### config.mk
export PLATFORM = sky130hd
export DESIGN_NAME = sram_march_bist
export DESIGN_NICKNAME = d
export VERILOG_FILES = /design/src/rtl/sram_bist_pkg.sv /design/src/rtl/sram_bist_cmp.sv /design/src/rtl/sram_march_bist.sv
export SDC_FILE = /design/constraint.sdc
export NUM_CORES = 1
export LEC_CHECK = 0
export CAP_MARGIN = 20
export CORE_ASPECT_RATIO = 1.75
export CORE_MARGIN = 4
export CORE_UTILIZATION = 43
export DETAILED_ROUTE_END_ITERATION = 10
export PLACE_DENSITY = 0.86
export SYNTH_ARGS = -nofsm -noshare
export SYNTH_HDL_FRONTEND = slang
export SYNTH_SLANG_ARGS = --single-unit
### constraint.sdc
create_clock -name clk0 -period 6.5 [get_ports clk0]
set_input_delay 1.3 -clock clk0 [delete_from_list [all_inputs] [get_ports clk0]]
set_output_delay 1.3 -clock clk0 [all_outputs]
set_load 0.1 [all_outputs]
### src/rtl/sram_bist_pkg.sv
// sram_bist_pkg: shared March C- element table, FSM states and constants for the SRAM BIST
package sram_bist_pkg;
  typedef enum logic [1:0] {IDLE, RUN, DRAIN, DONE} state_e;
  typedef enum logic [2:0] {E0, E1, E2, E3, E4, E5} elem_e;
  localparam int OPS_PER_ADDR_TOTAL = 10;
  localparam logic [5:0] ELEM_DOWN = 6'b011000;
  localparam logic [5:0] ELEM_TWO  = 6'b011110;
  localparam logic [5:0] ELEM_RVAL = 6'b010100;
  localparam logic [5:0] ELEM_WVAL = 6'b001010;
endpackage

### src/rtl/sram_bist_cmp.sv
// sram_bist_cmp: read-latency-matched compare pipe with fail flag, first-failure capture and saturating count
module sram_bist_cmp
  import sram_bist_pkg::*;
#(
  parameter int DATA_WIDTH   = 32,
  parameter int ADDR_WIDTH   = 7,
  parameter int READ_LATENCY = 1
) (
  input  logic                  clk0,
  input  logic                  rst0_n,
  input  logic                  clr,
  input  logic                  push,
  input  logic                  exp_bit,
  input  logic [ADDR_WIDTH-1:0] addr,
  input  logic [2:0]            elem,
  input  logic [DATA_WIDTH-1:0] dout0,
  output logic                  fail,
  output logic [ADDR_WIDTH-1:0] fail_addr,
  output logic [2:0]            fail_elem,
  output logic [7:0]            fail_count
);
  logic [READ_LATENCY-1:0] v_q, v_d, x_q, x_d;
  logic [ADDR_WIDTH-1:0]   a_q [READ_LATENCY];
  logic [ADDR_WIDTH-1:0]   a_d [READ_LATENCY];
  logic [2:0]              el_q [READ_LATENCY];
  logic [2:0]              el_d [READ_LATENCY];
  logic                    fail_q, fail_d, miss;
  logic [ADDR_WIDTH-1:0]   fail_addr_q, fail_addr_d;
  logic [2:0]              fail_elem_q, fail_elem_d;
  logic [7:0]              fail_count_q, fail_count_d;

  // Shift read tags alongside the SRAM latency and score the entry leaving the pipe
  always_comb begin
    v_d = v_q;
    x_d = x_q;
    a_d = a_q;
    el_d = el_q;
    for (int i = READ_LATENCY - 1; i > 0; i--) begin
      v_d[i] = v_q[i-1];
      x_d[i] = x_q[i-1];
      a_d[i] = a_q[i-1];
      el_d[i] = el_q[i-1];
    end
    v_d[0] = push;
    x_d[0] = exp_bit;
    a_d[0] = addr;
    el_d[0] = elem;
    miss = v_q[READ_LATENCY-1] && (dout0 != {DATA_WIDTH{x_q[READ_LATENCY-1]}});
    fail_d = clr ? 1'b0 : (fail_q | miss);
    fail_addr_d = clr ? '0 : (miss && !fail_q) ? a_q[READ_LATENCY-1] : fail_addr_q;
    fail_elem_d = clr ? '0 : (miss && !fail_q) ? el_q[READ_LATENCY-1] : fail_elem_q;
    fail_count_d = clr ? '0 : (miss && fail_count_q != 8'hff) ? fail_count_q + 8'd1 : fail_count_q;
  end

  // Pipe and result registers; reset flushes in-flight reads
  always_ff @(posedge clk0) begin
    if (!rst0_n) begin
      v_q <= '0;
      x_q <= '0;
      for (int i = 0; i < READ_LATENCY; i++) begin
        a_q[i] <= '0;
        el_q[i] <= '0;
      end
      fail_q <= 1'b0;
      fail_addr_q <= '0;
      fail_elem_q <= '0;
      fail_count_q <= '0;
    end else begin
      v_q <= v_d;
      x_q <= x_d;
      a_q <= a_d;
      el_q <= el_d;
      fail_q <= fail_d;
      fail_addr_q <= fail_addr_d;
      fail_elem_q <= fail_elem_d;
      fail_count_q <= fail_count_d;
    end
  end

  assign fail = fail_q;
  assign fail_addr = fail_addr_q;
  assign fail_elem = fail_elem_q;
  assign fail_count = fail_count_q;
endmodule

### src/rtl/sram_march_bist.sv
// sram_march_bist: March C- BIST controller owning the SRAM port, transparent to the functional port when idle
module sram_march_bist
  import sram_bist_pkg::*;
#(
  parameter int DATA_WIDTH   = 32,
  parameter int ADDR_WIDTH   = 7,
  parameter int READ_LATENCY = 1
) (
  input  logic                  clk0,
  input  logic                  rst0_n,
  input  logic                  start,
  output logic                  busy,
  output logic                  done,
  output logic                  fail,
  output logic [ADDR_WIDTH-1:0] fail_addr,
  output logic [2:0]            fail_elem,
  output logic [7:0]            fail_count,
  input  logic                  func_csb0,
  input  logic                  func_web0,
  input  logic [ADDR_WIDTH-1:0] func_addr0,
  input  logic [DATA_WIDTH-1:0] func_din0,
  output logic [DATA_WIDTH-1:0] func_dout0,
  output logic                  csb0,
  output logic                  web0,
  output logic [ADDR_WIDTH-1:0] addr0,
  output logic [DATA_WIDTH-1:0] din0,
  input  logic [DATA_WIDTH-1:0] dout0
);
  localparam int DW = $clog2(READ_LATENCY + 1);
  state_e                state_q, state_d;
  elem_e                 elem_q, elem_d;
  logic [ADDR_WIDTH-1:0] addr_q, addr_d;
  logic                  op_q, op_d, csb_q, csb_d, web_q, web_d, last_addr, accept, idle;
  logic [DATA_WIDTH-1:0] din_q, din_d;
  logic [DW-1:0]         drain_q, drain_d;

  // Walk elements/addresses/ops and precompute the next cycle's registered SRAM command
  always_comb begin
    state_d = state_q;
    elem_d = elem_q;
    addr_d = addr_q;
    op_d = op_q;
    drain_d = drain_q;
    idle = (state_q == IDLE) || (state_q == DONE);
    accept = idle && start;
    last_addr = ELEM_DOWN[elem_q] ? (addr_q == '0) : (addr_q == '1);
    if (accept) begin
      state_d = RUN;
      elem_d = E0;
      addr_d = '0;
      op_d = 1'b0;
    end else if (state_q == RUN) begin
      if (ELEM_TWO[elem_q] && !op_q) op_d = 1'b1;
      else begin
        op_d = 1'b0;
        if (!last_addr) addr_d = ELEM_DOWN[elem_q] ? addr_q - 1'b1 : addr_q + 1'b1;
        else if (elem_q == E5) begin
          state_d = DRAIN;
          drain_d = '0;
        end else begin
          elem_d = elem_e'(elem_q + 3'd1);
          addr_d = ELEM_DOWN[elem_d] ? '1 : '0;
        end
      end
    end else if (state_q == DRAIN) begin
      if (drain_q == DW'(READ_LATENCY - 1)) state_d = DONE;
      else drain_d = drain_q + 1'b1;
    end
    csb_d = state_d != RUN;
    web_d = !((elem_d == E0) || (ELEM_TWO[elem_d] && op_d));
    din_d = {DATA_WIDTH{ELEM_WVAL[elem_d]}};
  end

  // FSM and registered BIST command; reset aborts any test
  always_ff @(posedge clk0) begin
    if (!rst0_n) begin
      state_q <= IDLE;
      elem_q <= E0;
      addr_q <= '0;
      op_q <= 1'b0;
      drain_q <= '0;
      csb_q <= 1'b1;
      web_q <= 1'b1;
      din_q <= '0;
    end else begin
      state_q <= state_d;
      elem_q <= elem_d;
      addr_q <= addr_d;
      op_q <= op_d;
      drain_q <= drain_d;
      csb_q <= csb_d;
      web_q <= web_d;
      din_q <= din_d;
    end
  end

  sram_bist_cmp #(
    .DATA_WIDTH(DATA_WIDTH),
    .ADDR_WIDTH(ADDR_WIDTH),
    .READ_LATENCY(READ_LATENCY)
  ) u_cmp (
    .clk0(clk0),
    .rst0_n(rst0_n),
    .clr(accept),
    .push((state_q == RUN) && web_q),
    .exp_bit(ELEM_RVAL[elem_q]),
    .addr(addr_q),
    .elem(elem_q),
    .dout0(dout0),
    .fail(fail),
    .fail_addr(fail_addr),
    .fail_elem(fail_elem),
    .fail_count(fail_count)
  );

  assign busy = (state_q == RUN) || (state_q == DRAIN);
  assign done = state_q == DONE;
  assign csb0 = busy ? csb_q : func_csb0;
  assign web0 = busy ? web_q : func_web0;
  assign addr0 = busy ? addr_q : func_addr0;
  assign din0 = busy ? din_q : func_din0;
  assign func_dout0 = dout0;
endmodule

==> results.sh, run 1 <==
export IMPL_synthToLayoutAreaGrowth_pct=51.5
export IMPL_fin_crit_sh_pct=72.5
export IMPL_grtUsageTotal_pct=20.5
export IMPL_max_freq_ghz=0.212
export IMPL_netlist_cell_type_count=50
export IMPL_fin_tns_setup_ps=0
export IMPL_mostFrequentLayoutCell="clkdlybuf4s50_1"
export IMPL_crit_chain="inv_1, ha_1, buf_4, nand2_1, o21ai_0, clkdlybuf4s50_1"
export IMPL_route_detailed_drc=0
export IMPL_initial_core_util_pct=44.1
export IMPL_core_sq_um=7180
export IMPL_place_congestion=0.839
export IMPL_finalSetupViolations=0
export IMPL_synth_adder_area_share_pct=5.77
export IMPL_die_h_um=122
export IMPL_p_leak_nw=1.89
export IMPL_grt_pass1_wl_um=14800
export IMPL_yosysWarnings=0
export IMPL_cts_inserted_buffers=5
export IMPL_routedWlPerCell_um=14.8
export IMPL_dp_hpwl_um=7540
export IMPL_ctsHoldBuffers=0
export IMPL_drt_iter0_drc=171
export IMPL_stdcell_area_sq_um=4800
export IMPL_wl_met2_um=5130
export IMPL_synthArstFlopShare_pct=0
export IMPL_syn_inst=412
export IMPL_wl_met3_um=1050
export IMPL_r2r_end="web_q$_SDFF_PN1_"
export IMPL_worst_setup_path_type="register to primary output"
export IMPL_num_rows=41
export IMPL_cp_top_family="buffers and inverters"
export IMPL_hold_viol_final=0
export IMPL_grt_max_degree=46
export IMPL_fin_worst_skew_ps=2.93
export IMPL_h_tree_depth=2
export IMPL_postRouteWirelength_um=9250
export IMPL_r2r_slack_ps=4130
export IMPL_avgSynthCellArea_sq_um=7.69
export IMPL_cts_root_buf="clkbuf_16"
export IMPL_reg2reg_from="state_q[0]$_SDFF_PN0_"
export IMPL_dieArea_sq_um=8860
export IMPL_ys_seq_area_share_pct=31.0
export IMPL_synth_mux_area_share_pct=5.41
export IMPL_clk_pin_slew_worst_paths_ps=60
export IMPL_io_pins=170
export IMPL_ys_ff_latch=49
export IMPL_worst_slew_pin_slew_ps=1020
export IMPL_final_cell_mix="clkdlybuf4s50_1, o21ai_0, dfxtp_1"
export IMPL_total_power_mw=1.05
export IMPL_min_from="u_cmp.el_q[0]$_SDFF_PN0_"
export IMPL_cp_num_buf_inv=3
export IMPL_antenna_left=0
export IMPL_slowest_delay_ps=1190
export IMPL_cts_tree="built"
export IMPL_clkLatencyLatePin_ps=280
export IMPL_overflow=0
export IMPL_synth_top_family_by_area="simple AND/OR/NAND/NOR gates"
export IMPL_drv_cap=0
export IMPL_route_vias_total=3349
export IMPL_slew_headroom_pct=31.9
export IMPL_reg2regPathDepth=8
export IMPL_required_ps=5200
export IMPL_place_area_sq_um=4640
export IMPL_status="completed"
export IMPL_cp_arrival_ps=3410
export IMPL_port_buffers=169
export IMPL_start_kind="register"
export IMPL_clock_sinks=49
export IMPL_grt_pass1_vias=3410
export IMPL_synthSimpleGateAreaFrac_pct=21.7
export IMPL_holdPathStages=2
export IMPL_finalCriticalPeriod_ps=4710
export IMPL_postSynthNetCount=502
export IMPL_vias_per_cell=5.35
export IMPL_synth_xor_area_share_pct=1.38
export IMPL_post_cts_buffers=0
export IMPL_antenna_found_initial=0
export IMPL_final_util_pct=66.8
export IMPL_wl_met1_um=2930
export IMPL_synth_edf_count=0
export IMPL_endpoint_kind="primary output"
export IMPL_hold_end="u_cmp.fail_elem[0]$_SDFFE_PP0P_"
export IMPL_grt_setup_unrepaired="false"
export IMPL_synthFlopType="dfxtp_1"
export IMPL_hp_class="register to register"
export IMPL_die_w_um=72.9
export IMPL_first_pass_iters=4
export IMPL_drv_slew=0
export IMPL_cts_buffer_depth=2
export IMPL_drive_above_1_share_pct=5.19
export IMPL_routed_top_layer="met4"
export IMPL_power_density_nw_per_um2=219
export IMPL_critPathSlowestCell="clkdlybuf4s50_1"
export IMPL_cp_max_fo=45
export IMPL_ir_drop_mv=0.136
export IMPL_syn_area_sq_um=3170
export IMPL_ctsResizeCount=0
export IMPL_antenna_cells=0
export IMPL_synth_compound_area_share_pct=18.9
export IMPL_fin_nets=629
cell families (layout without fill, tap and decap cells):
logic type	after synthesis	in the layout
fa+ha+maj	14	14
xor+xnor	5	5
compound gates	101	101
simple gates	133	133
flops	49	49
mux	15	15
buf+inv	95	223
layer usage:
layer	global-route usage [%]	vias to the layer above
met5	0	-
met4	6.47	0
met3	6.69	12
met2	41.5	170
met1	18.0	1529
li1	-	1638
synthesized netlist by cell type, types with 2 or more instances:
cell type | n | area (sq um)
a21o_2 | 2 | 17.5
a31oi_1 | 2 | 12.5
nor3_1 | 6 | 30.0
o31ai_1 | 4 | 30.0
o41ai_1 | 2 | 17.5
mux2_2 | 9 | 101
mux2i_1 | 4 | 40.0
nand2b_1 | 5 | 31.3
ha_1 | 13 | 163
and3_1 | 3 | 18.8
o22ai_1 | 3 | 18.8
a21oi_1 | 20 | 100
nand3_1 | 21 | 105
nand2_1 | 28 | 105
nor2_1 | 29 | 109
a21o_1 | 2 | 15.0
a211oi_1 | 2 | 15.0
nor4_1 | 5 | 31.3
xnor2_1 | 4 | 35.0
or3_1 | 8 | 50.1
clkbuf_1 | 13 | 48.8
buf_2 | 2 | 10.0
o21ai_1 | 4 | 20.0
buf_6 | 2 | 22.5
a211o_1 | 2 | 17.5
mux2_4 | 2 | 30.0
o22a_1 | 2 | 17.5
or4_1 | 7 | 52.6
nand4_1 | 7 | 43.8
buf_4 | 32 | 240
inv_1 | 44 | 165
and2_1 | 7 | 43.8
o21ai_0 | 51 | 255
dfxtp_1 | 49 | 981
area by class of cell:
type                    count  area [sq um]
flip-flops and latches     49           981
fillers                   617          2380
well taps                  86           108
inverters                  44           165
clock inverters             1          5.00
repair buffers            171          1710
multi-input cells         268          1680
clock buffers               7           153
stage by stage:
| stage | hold slack, ps | cells | setup slack, ps |
|---|---|---|---|
| 6_report | 439 | 626 | 1790 |
| 3_5_place_dp | 432 | 618 | 1980 |
| 5_1_grt | 476 | 626 | 1510 |
| 3_3_place_gp | 426 | 618 | 1980 |
| 2_1_floorplan | 421 | 412 | 1440 |
| 4_1_cts | 441 | 626 | 1740 |
power breakdown:
part	total [mW]	switching, mW	internal, mW
Combinational	0.467	0.343	0.124
Sequential	0.314	0.00652	0.307
Clock	0.270	0.107	0.163
Total	1.05	0.456	0.594
worst register-to-register path: stages (launching register included):
cell and delay, ps:
dfxtp_1 380, inv_1 90, ha_1 290, buf_4 260, nor2b_1 500, nor2_1 130, mux2_4 320, o21ai_1 140
a32oi_1 110
worst max-delay path by stage:
stage	start	depth (start not counted)	slack (ps)	to
after global routing	state_q[1]$_SDFF_PN0_	6	1510	din0[4]
after floorplan	state_q[0]$_SDFF_PN0_	5	1440	din0[0]
after global placement	func_din0[4]	4	1980	din0[4]
final	state_q[0]$_SDFF_PN0_	6	1790	din0[4]
after CTS	state_q[0]$_SDFF_PN0_	6	1740	din0[4]
after detailed placement	func_din0[8]	4	1980	din0[8]
sequential cells by signal (all words and copies together), names as in the netlist, named ones only:
signal and count:
csb_q 1, state_q 2, web_q 1, u_cmp.fail_addr 7, u_cmp.fail_elem 3, u_cmp.el_q 3
u_cmp.a_q 7, elem_q 3, u_cmp.fail 1, din_q 1, op_q 1, u_cmp.x_q 1
u_cmp.fail_count 8, u_cmp.v_q 1, addr_q 7
No activity file was read; power rests on OpenSTA's default activity.
==> run 2, diff against run 1 <==
Settings changed: CORE_UTILIZATION 43 to 40, PLACE_DENSITY 0.86 to 0.81.
Clock period 6.5 ns to 4.6 ns, I/O delays scaled along.
==> run 2 against run 1 <==
  * Combinational power is 56% higher
  * Routed wire length up 3.2%
  * Global-route usage fell by 1.3 points
  * Sequential cell count unchanged
  * Sequential share of layout area down 0.94 points
  * Final cell count up 0.32%
  * Non-clock buffer count did not move
  * Via count decreased by 0.66%
  * Worst hold slack better by 0.57 ps
  * Count of clock-buffer cells in the layout fell by 2
  * Clock skew rose by 4.2 ps
==> results.sh, run 2 (synthesis gave the netlist of run 1 again) <==
export IMPL_ctsResizeCount=0
export IMPL_fin_ws_ps=1420
export IMPL_clkLatencyLatePin_ps=290
export IMPL_grtUsageTotal_pct=19.2
export IMPL_port_buffers=169
export IMPL_hp_class="register to register"
export IMPL_required_ps=3680
export IMPL_drt_iter0_drc=203
export IMPL_hold_viol_final=0
export IMPL_cts_root_buf="clkbuf_16"
export IMPL_grt_pass1_wl_um=14300
export IMPL_worst_setup_path_type="register to primary output"
export IMPL_fin_crit_sh_pct=69.2
export IMPL_finalSetupViolations=0
export IMPL_postRouteWirelength_um=9550
export IMPL_fin_worst_skew_ps=7.13
export IMPL_antenna_found_initial=0
export IMPL_total_power_mw=1.59
export IMPL_core_sq_um=7620
export IMPL_cts_buffer_depth=2
export IMPL_die_w_um=75.3
export IMPL_final_cells=628
export IMPL_status="completed"
export IMPL_dieArea_sq_um=9460
export IMPL_cts_inserted_buffers=5
export IMPL_mostFrequentLayoutCell="clkdlybuf4s50_1"
export IMPL_slew_headroom_pct=33.3
export IMPL_h_tree_depth=2
export IMPL_cp_arrival_ps=2260
export IMPL_place_ws_ps=1190
export IMPL_largest_reg_flops=8
export IMPL_routedWlPerCell_um=15.2
export IMPL_endpoint_kind="primary output"
export IMPL_overflow=0
export IMPL_cts_tree="built"
export IMPL_place_congestion=0.871
export IMPL_worst_slew_pin_slew_ps=997
export IMPL_dp_cells=620
export IMPL_start_kind="register"
export IMPL_max_freq_ghz=0.314
export IMPL_vias_per_cell=5.30
export IMPL_ctsHoldBuffers=0
export IMPL_grt_setup_unrepaired="false"
export IMPL_grt_max_degree=45
export IMPL_grt_pass1_vias=3208
export IMPL_clock_sinks=49
export IMPL_post_cts_buffers=0
export IMPL_min_from="u_cmp.a_q[2]$_SDFF_PN0_"
export IMPL_die_h_um=126
export IMPL_drv_cap=0
export IMPL_fin_nets=629
export IMPL_initial_core_util_pct=41.6
export IMPL_route_vias_total=3327
export IMPL_ir_drop_mv=0.202
export IMPL_dp_hpwl_um=7880
export IMPL_io_pins=170
export IMPL_route_detailed_drc=0
export IMPL_antenna_left=0
export IMPL_clk_pin_slew_worst_paths_ps=70
export IMPL_power_density_nw_per_um2=316
export IMPL_p_leak_nw=2.11
export IMPL_reg2reg_from="state_q[0]$_SDFF_PN0_"
export IMPL_startpoint="state_q[0]$_SDFF_PN0_"
export IMPL_drive_above_1_share_pct=18.9
export IMPL_cp_max_fo=32
export IMPL_synthToLayoutAreaGrowth_pct=58.8
export IMPL_first_pass_iters=4
export IMPL_finalCriticalPeriod_ps=3180
export IMPL_final_cell_mix="clkdlybuf4s50_1, dfxtp_1, inv_1, buf_4, o21ai_1"
export IMPL_num_rows=42
export IMPL_drv_slew=0
export IMPL_antenna_cells=0
## run 2: cell types whose count changed in the layout (fill, tap and decap cells not counted), moves of 2 or more
cell	before	now
clkdlybuf4s50_1	169	95
o21ai_1	4	33
clkbuf_8	2	0
o21ai_0	51	22
buf_12	0	32
buf_4	2	44
## run 2: metal layers
metal | GRT usage (%) | vias to the layer above | share of wire [%]
met5 | 0 | - | 0
met1 | 16.2 | 1505 | 30
li1 | - | 1638 | -
met4 | 5.66 | 0 | 1.5
met3 | 6.86 | 10 | 13
met2 | 38.7 | 174 | 55
## run 2: path summary, 6_finish.rpt
kind / slack (ps) / cells after the start / to
max: 1420 / 5 / din0[31]
min reg2reg: 440 / 2 / u_cmp.fail_addr[2]$_SDFFE_PP0P_
min: 440 / 2 / u_cmp.fail_addr[2]$_SDFFE_PP0P_
max reg2reg: 2180 / 8 / register
## run 2: area by class of cell
class | instances | area [sq um]
inverter | 44 | 165
multi-input combinational | 268 | 1680
clock inverter | 3 | 46.3
sequential | 49 | 981
timing repair buffer | 171 | 1920
tap | 88 | 110
fill | 630 | 2590
clock buffer | 5 | 125
## run 2: through the flow
stage	util, %	hold WS (ps)	cell area, sq um	TNS, ps
2_1_floorplan	-	421	3170	-178
3_3_place_gp	63.8	427	4860	0
3_5_place_dp	63.8	433	4860	0
4_1_cts	66.0	443	5030	0
5_1_grt	66.0	464	5030	0
6_report	66.0	440	5030	0
## run 2: critical path: stages, from the launching register on
cell     delay [ps]
dfxtp_1         390
inv_1            80
ha_1            310
nand2_1         600
o21ai_0         340
buf_12          260
## run 2: report_power, final
| group | internal (mW) | switching, mW | total [mW] |
|---|---|---|---|
| clock | 0.257 | 0.161 | 0.418 |
| combinational | 0.224 | 0.504 | 0.728 |
| sequential | 0.434 | 0.00937 | 0.443 |
